### src/rtl/bin2x2_filter.sv
// 2x2 non-overlapping binning filter: averages each 2x2 block of a raster-order
// pixel stream into one output pixel, with valid/ready handshaking and end-of-frame marker.
module bin2x2_filter #(
  parameter int PIXEL_BIT_WIDTH = 12,
  parameter int IN_ROWS         = 20,
  parameter int IN_COLS         = 20
) (
  input  logic                       clk,
  input  logic                       reset,
  input  logic [PIXEL_BIT_WIDTH-1:0] pixel_in,
  input  logic                       in_valid,
  output logic                       in_ready,
  output logic [PIXEL_BIT_WIDTH-1:0] pixel_out,
  output logic                       out_valid,
  input  logic                       out_ready,
  output logic                       out_last
);

  localparam int W    = PIXEL_BIT_WIDTH;
  localparam int CW   = (IN_COLS > 1) ? $clog2(IN_COLS) : 1;
  localparam int RW   = (IN_ROWS > 1) ? $clog2(IN_ROWS) : 1;
  localparam int HALF = IN_COLS / 2;
  localparam int LW   = (HALF > 1) ? $clog2(HALF) : 1;

  localparam logic [CW-1:0] COL_MAX = CW'(IN_COLS - 1);
  localparam logic [RW-1:0] ROW_MAX = RW'(IN_ROWS - 1);

  // Floor average of a 4-pixel sum: drop the two LSBs.
  function automatic logic [W-1:0] avg4(input logic [W+1:0] sum);
    return sum[W+1:2];
  endfunction

  logic [CW-1:0] col_q, col_d;
  logic [RW-1:0] row_q, row_d;
  logic [W-1:0]  pair_q, pair_d;
  logic [W-1:0]  pix_q, pix_d;
  logic          vld_q, vld_d;
  logic          last_q, last_d;

  logic [W:0]    line_buf [HALF];

  logic          xfer;
  logic          col_last;
  logic          row_last;
  logic          blk_done;
  logic          lb_we;
  logic [LW-1:0] lb_idx;
  logic [W:0]    pair_sum;
  logic [W:0]    lb_rd;
  logic [W+1:0]  total;

  assign in_ready  = !vld_q || out_ready;
  assign xfer      = in_valid && in_ready;
  assign col_last  = (col_q == COL_MAX);
  assign row_last  = (row_q == ROW_MAX);

  // Odd column closes a horizontal pair; odd row closes a 2x2 block.
  assign blk_done  = xfer && col_q[0] && row_q[0];
  assign lb_we     = xfer && col_q[0] && !row_q[0];
  assign lb_idx    = LW'(col_q >> 1);

  assign pair_sum  = {1'b0, pair_q} + {1'b0, pixel_in};
  assign lb_rd     = line_buf[lb_idx];
  assign total     = {1'b0, lb_rd} + {1'b0, pair_sum};

  always_comb begin
    col_d  = col_q;
    row_d  = row_q;
    pair_d = pair_q;
    pix_d  = pix_q;
    vld_d  = vld_q;
    last_d = last_q;

    if (vld_q && out_ready) begin
      vld_d  = 1'b0;
      last_d = 1'b0;
    end

    if (xfer) begin
      col_d = col_last ? '0 : col_q + 1'b1;
      if (col_last) begin
        row_d = row_last ? '0 : row_q + 1'b1;
      end
      if (!col_q[0]) begin
        pair_d = pixel_in;
      end
      // A block can only complete when in_ready held, so a pending result is never overwritten.
      if (blk_done) begin
        pix_d  = avg4(total);
        vld_d  = 1'b1;
        last_d = row_last && col_last;
      end
    end
  end

  always_ff @(posedge clk) begin
    if (reset) begin
      col_q  <= '0;
      row_q  <= '0;
      pair_q <= '0;
      pix_q  <= '0;
      vld_q  <= 1'b0;
      last_q <= 1'b0;
    end else begin
      col_q  <= col_d;
      row_q  <= row_d;
      pair_q <= pair_d;
      pix_q  <= pix_d;
      vld_q  <= vld_d;
      last_q <= last_d;
    end
  end

  // Partial-sum line is written on every even row before it is read, so it needs no reset.
  always_ff @(posedge clk) begin
    if (lb_we) begin
      line_buf[lb_idx] <= pair_sum;
    end
  end

  assign pixel_out = pix_q;
  assign out_valid = vld_q;
  assign out_last  = last_q;

endmodule

### config.mk
export PLATFORM = sky130hd
export DESIGN_NAME = bin2x2_filter
export DESIGN_NICKNAME = d
export VERILOG_FILES = /design/src/rtl/bin2x2_filter.sv
export SDC_FILE = /design/constraint.sdc
export NUM_CORES = 1
export LEC_CHECK = 0
export BUFFER_PORTS_ARGS = -buffer_cell sky130_fd_sc_hd__buf_2
export CAP_MARGIN = 10
export CORE_ASPECT_RATIO = 1.5
export CORE_MARGIN = 1
export CORE_UTILIZATION = 61
export DETAILED_ROUTE_END_ITERATION = 8
export GPL_ROUTABILITY_DRIVEN = 0
export PLACE_DENSITY = 0.79
export SYNTH_ARGS = -nofsm -noshare
export SYNTH_HDL_FRONTEND = slang
export SYNTH_SLANG_ARGS = --single-unit
### constraint.sdc
create_clock -name clk -period 5.2 [get_ports clk]
set_clock_uncertainty 0.15 [all_clocks]
set_input_delay 0.78 -clock clk [delete_from_list [all_inputs] [get_ports clk]]
set_output_delay 0.78 -clock clk [all_outputs]
set_load 0.005 [all_outputs]
==> qor.txt <==
Status: finished clean
Finished Cell Area: 8536 um^2
Proportion of layout cells with a drive suffix above 1: 19.60%
Drt pass-1 iters: 5
Top cells by area, synth: edfxtp_1 51%, dfxtp_1 11%, mux4_2 8.0%, ha_1 4.3%, a21oi_1 3.6%
Synth Area per Inst: 13.66 um^2
Number of synthesized register bits: 170
FF-to-FF setup slack: 0.92 ns
Worst setup EP type: register
Final period utilization: 83.18%
Hold violation count in the final report: 0
Post-CTS setup buffers: 0
RSZ-0062 raised after global routing: false
Insertion delay to the later sink of the worst-skew pair: 0.43 ns
Area Growth Syn to Fin: 12.59%
CP endpoint: pixel_out[5]
Setup crit start: pixel_in[0]
All-Layer GR Usage: 28.08%
Register Area: 4706 um^2
Cells after DPL: 728
Crit path DAT: 4.49 ns
First-pass GRT wire length: 26360 um
Worst hold path class: reg -> reg
Post-DP HPWL: 10970 um
Worst-path maximum fanout: 11
Number of I/O port buffers: 30
Final ANT Viol Nets: 0
Transition time of the tightest slew-check pin: 1.103 ns
Worst-case reg-to-reg path depth: 12
Placed inst area: 7961 um^2
Post-Syn Nets: 598
Dominant cell type by area after synthesis: edfxtp_1
Sequential fraction of the synthesis area: 62.06%
Final slew viol count: 0
Sum Neg Setup Slack: 0 ns
# rows: 49
DIE WIDTH: 93.03 um
Inserted Diodes: 0
CTS tree: yes
Cell area after synthesis: 7581 um^2
Final Non-Filler Cells: 760
Max VDD drop: 269.8 uV
Total grt overflow: 0
CP required: 5.36 ns
Residual DRC count: 0
Multi-input logic area: 2753 um^2
Asr flop ratio synth: 0%
Leakage Power: 2.989 nW
Ys flop type: edfxtp_1
Core area: 12080 um^2
YS warnings: 0
Number of flops mapped to enable cells by yosys: 130
Largest net degree at the start of global routing: 41
Initial core utilization: 62.77%
Wire per inst: 21.94 um
Worst slew margin: 25.93%
Maximum buffer depth of the clock tree: 2
Initial antenna violation count: 0
I/O pins: 31
DRT iter0 DRCs: 446
Final setup vio count: 0
Mapped Cells: 555
Final critical-path required period: 4.326 ns
Vias in the first global route: 4969
Critical path class: in -> reg
Worst setup SP type: input pin
Total number of vias: 4898
Clk root buf: clkbuf_16
Clock sinks: 170
# resized after CTS: 0
Clock Pin Slew Worst Setup and Hold Paths: 0.06 ns
CTS HTree Levels: 4
P per Cell Area: 364.5 nW/um^2
Hold bufs inserted after CTS: 0
Worst r2r dst: pixel_out[5]
Nets: 637
Die Ht: 138.5 um
Final Util: 70.67%
Number of fill cells: 752
Post-Route WL: 16680 um
Distinct cells, synth: 56
TritonCTS Buffers: 17
Fmax: 0.2312 GHz
Synth top area share: 51.49%
Die ar.: 12890 um^2
DR vias/cell: 6.445
Max Cap Viol: 0
## critical path: stages
cell,delay [ns]
buf_2,0.11
ha_1,0.23
fa_1,0.42
xor2_1,0.17
buf_4,0.18
ha_1,0.35
and3_1,0.23
a311oi_1,0.36
o21ai_0,0.34
a21o_1,0.31
a2111oi_0,0.70
or4b_2,0.24
nand3_1,0.06
## final cells by class
class,count,share of cell area [%]
sequential,170,55.13
multi-input combinational,349,32.25
clock buffer,18,5.028
timing repair buffer,47,3.254
tap,153,2.243
clock inverter,14,1.700
inverter,9,0.3958
## kinds of logic after synthesis
group / synth area share, %
flops: 62.06
fa+ha+maj: 4.555
mux: 10.03
simple gates: 9.094
xor+xnor: 2.608
compound gates: 9.721
buf+inv: 1.931
## flip-flops by register name, summed over array words and instances (netlist names), named ones only
| signal | count |
|---|---|
| row_q | 5 |
| out_last | 1 |
| pixel_out | 12 |
| line_buf | 130 |
| col_q | 5 |
| pair_q | 12 |
| out_valid | 1 |
## layout by cell type (no fill, tap or decap), types with 9 or more instances in the layout
master     instances
a211oi_1          13
a21oi_1           54
buf_2             30
buf_4             17
clkbuf_16         17
dfxtp_1           39
edfxtp_1         130
ha_1              26
inv_1              9
mux2i_1           13
mux4_2            27
nand2_1           40
nand3_1           14
nor2_1            23
nor2b_1           13
o21ai_0           23
xnor2_1           12
## cells in the mapped netlist (2+ instances only)
master	number
a211oi_1	13
a21o_1	6
a21oi_1	54
a31oi_1	4
and3_1	4
buf_1	3
clkbuf_1	22
dfxtp_1	40
edfxtp_1	130
ha_1	26
inv_1	9
mux2_2	2
mux2i_1	13
mux4_2	27
nand2_1	40
nand2b_1	8
nand3_1	14
nor2_1	26
nor2b_1	13
nor3_1	11
nor4_1	2
nor4b_1	4
o211ai_1	2
o21a_1	3
o21ai_0	23
o21bai_1	4
or3_1	5
xnor2_1	12
xor2_1	8
## report_power, final
group | internal, W | switching (W) | total (W)
clock network | 0.000708 | 0.000517 | 0.00123
logic | 0.000134 | 0.000231 | 0.000365
registers | 0.00151 | 0.00000831 | 0.00152
total | 0.00236 | 0.000756 | 0.00311
## per-stage QoR
step           hold slack [ns]  worst slack [ns]  total power [W]
2_1_floorplan           0.2982             1.138         0.001794
3_3_place_gp            0.2895            0.8712         0.001886
3_5_place_dp            0.2918            0.6391         0.001903
4_1_cts                 0.3002            0.9698         0.003111
5_1_grt                 0.3186            0.7678         0.003199
6_report                0.2977            0.8745         0.003111
## layer usage
layer	share of wire, %	global-route usage, %	vias to the layer above	wire [um]
li1	-	-	2213	-
met1	37	33.26	2403	6189
met2	53	48.10	243	8918
met3	6.2	6.853	39	1034
met4	3.2	12.47	0	534
met5	0	0	-	0
## worst min-delay path by stage
stage,from,depth (start not counted),end
after detailed placement,pixel_out[6],2,pixel_out[6]
after global routing,pixel_out[6],2,pixel_out[6]
after global placement,pixel_out[2],2,pixel_out[2]
after CTS,pixel_out[6],2,pixel_out[6]
after floorplan,pixel_out[1],2,pixel_out[1]
final,pixel_out[6],2,pixel_out[6]
No activity file was read; power rests on OpenSTA's default activity.
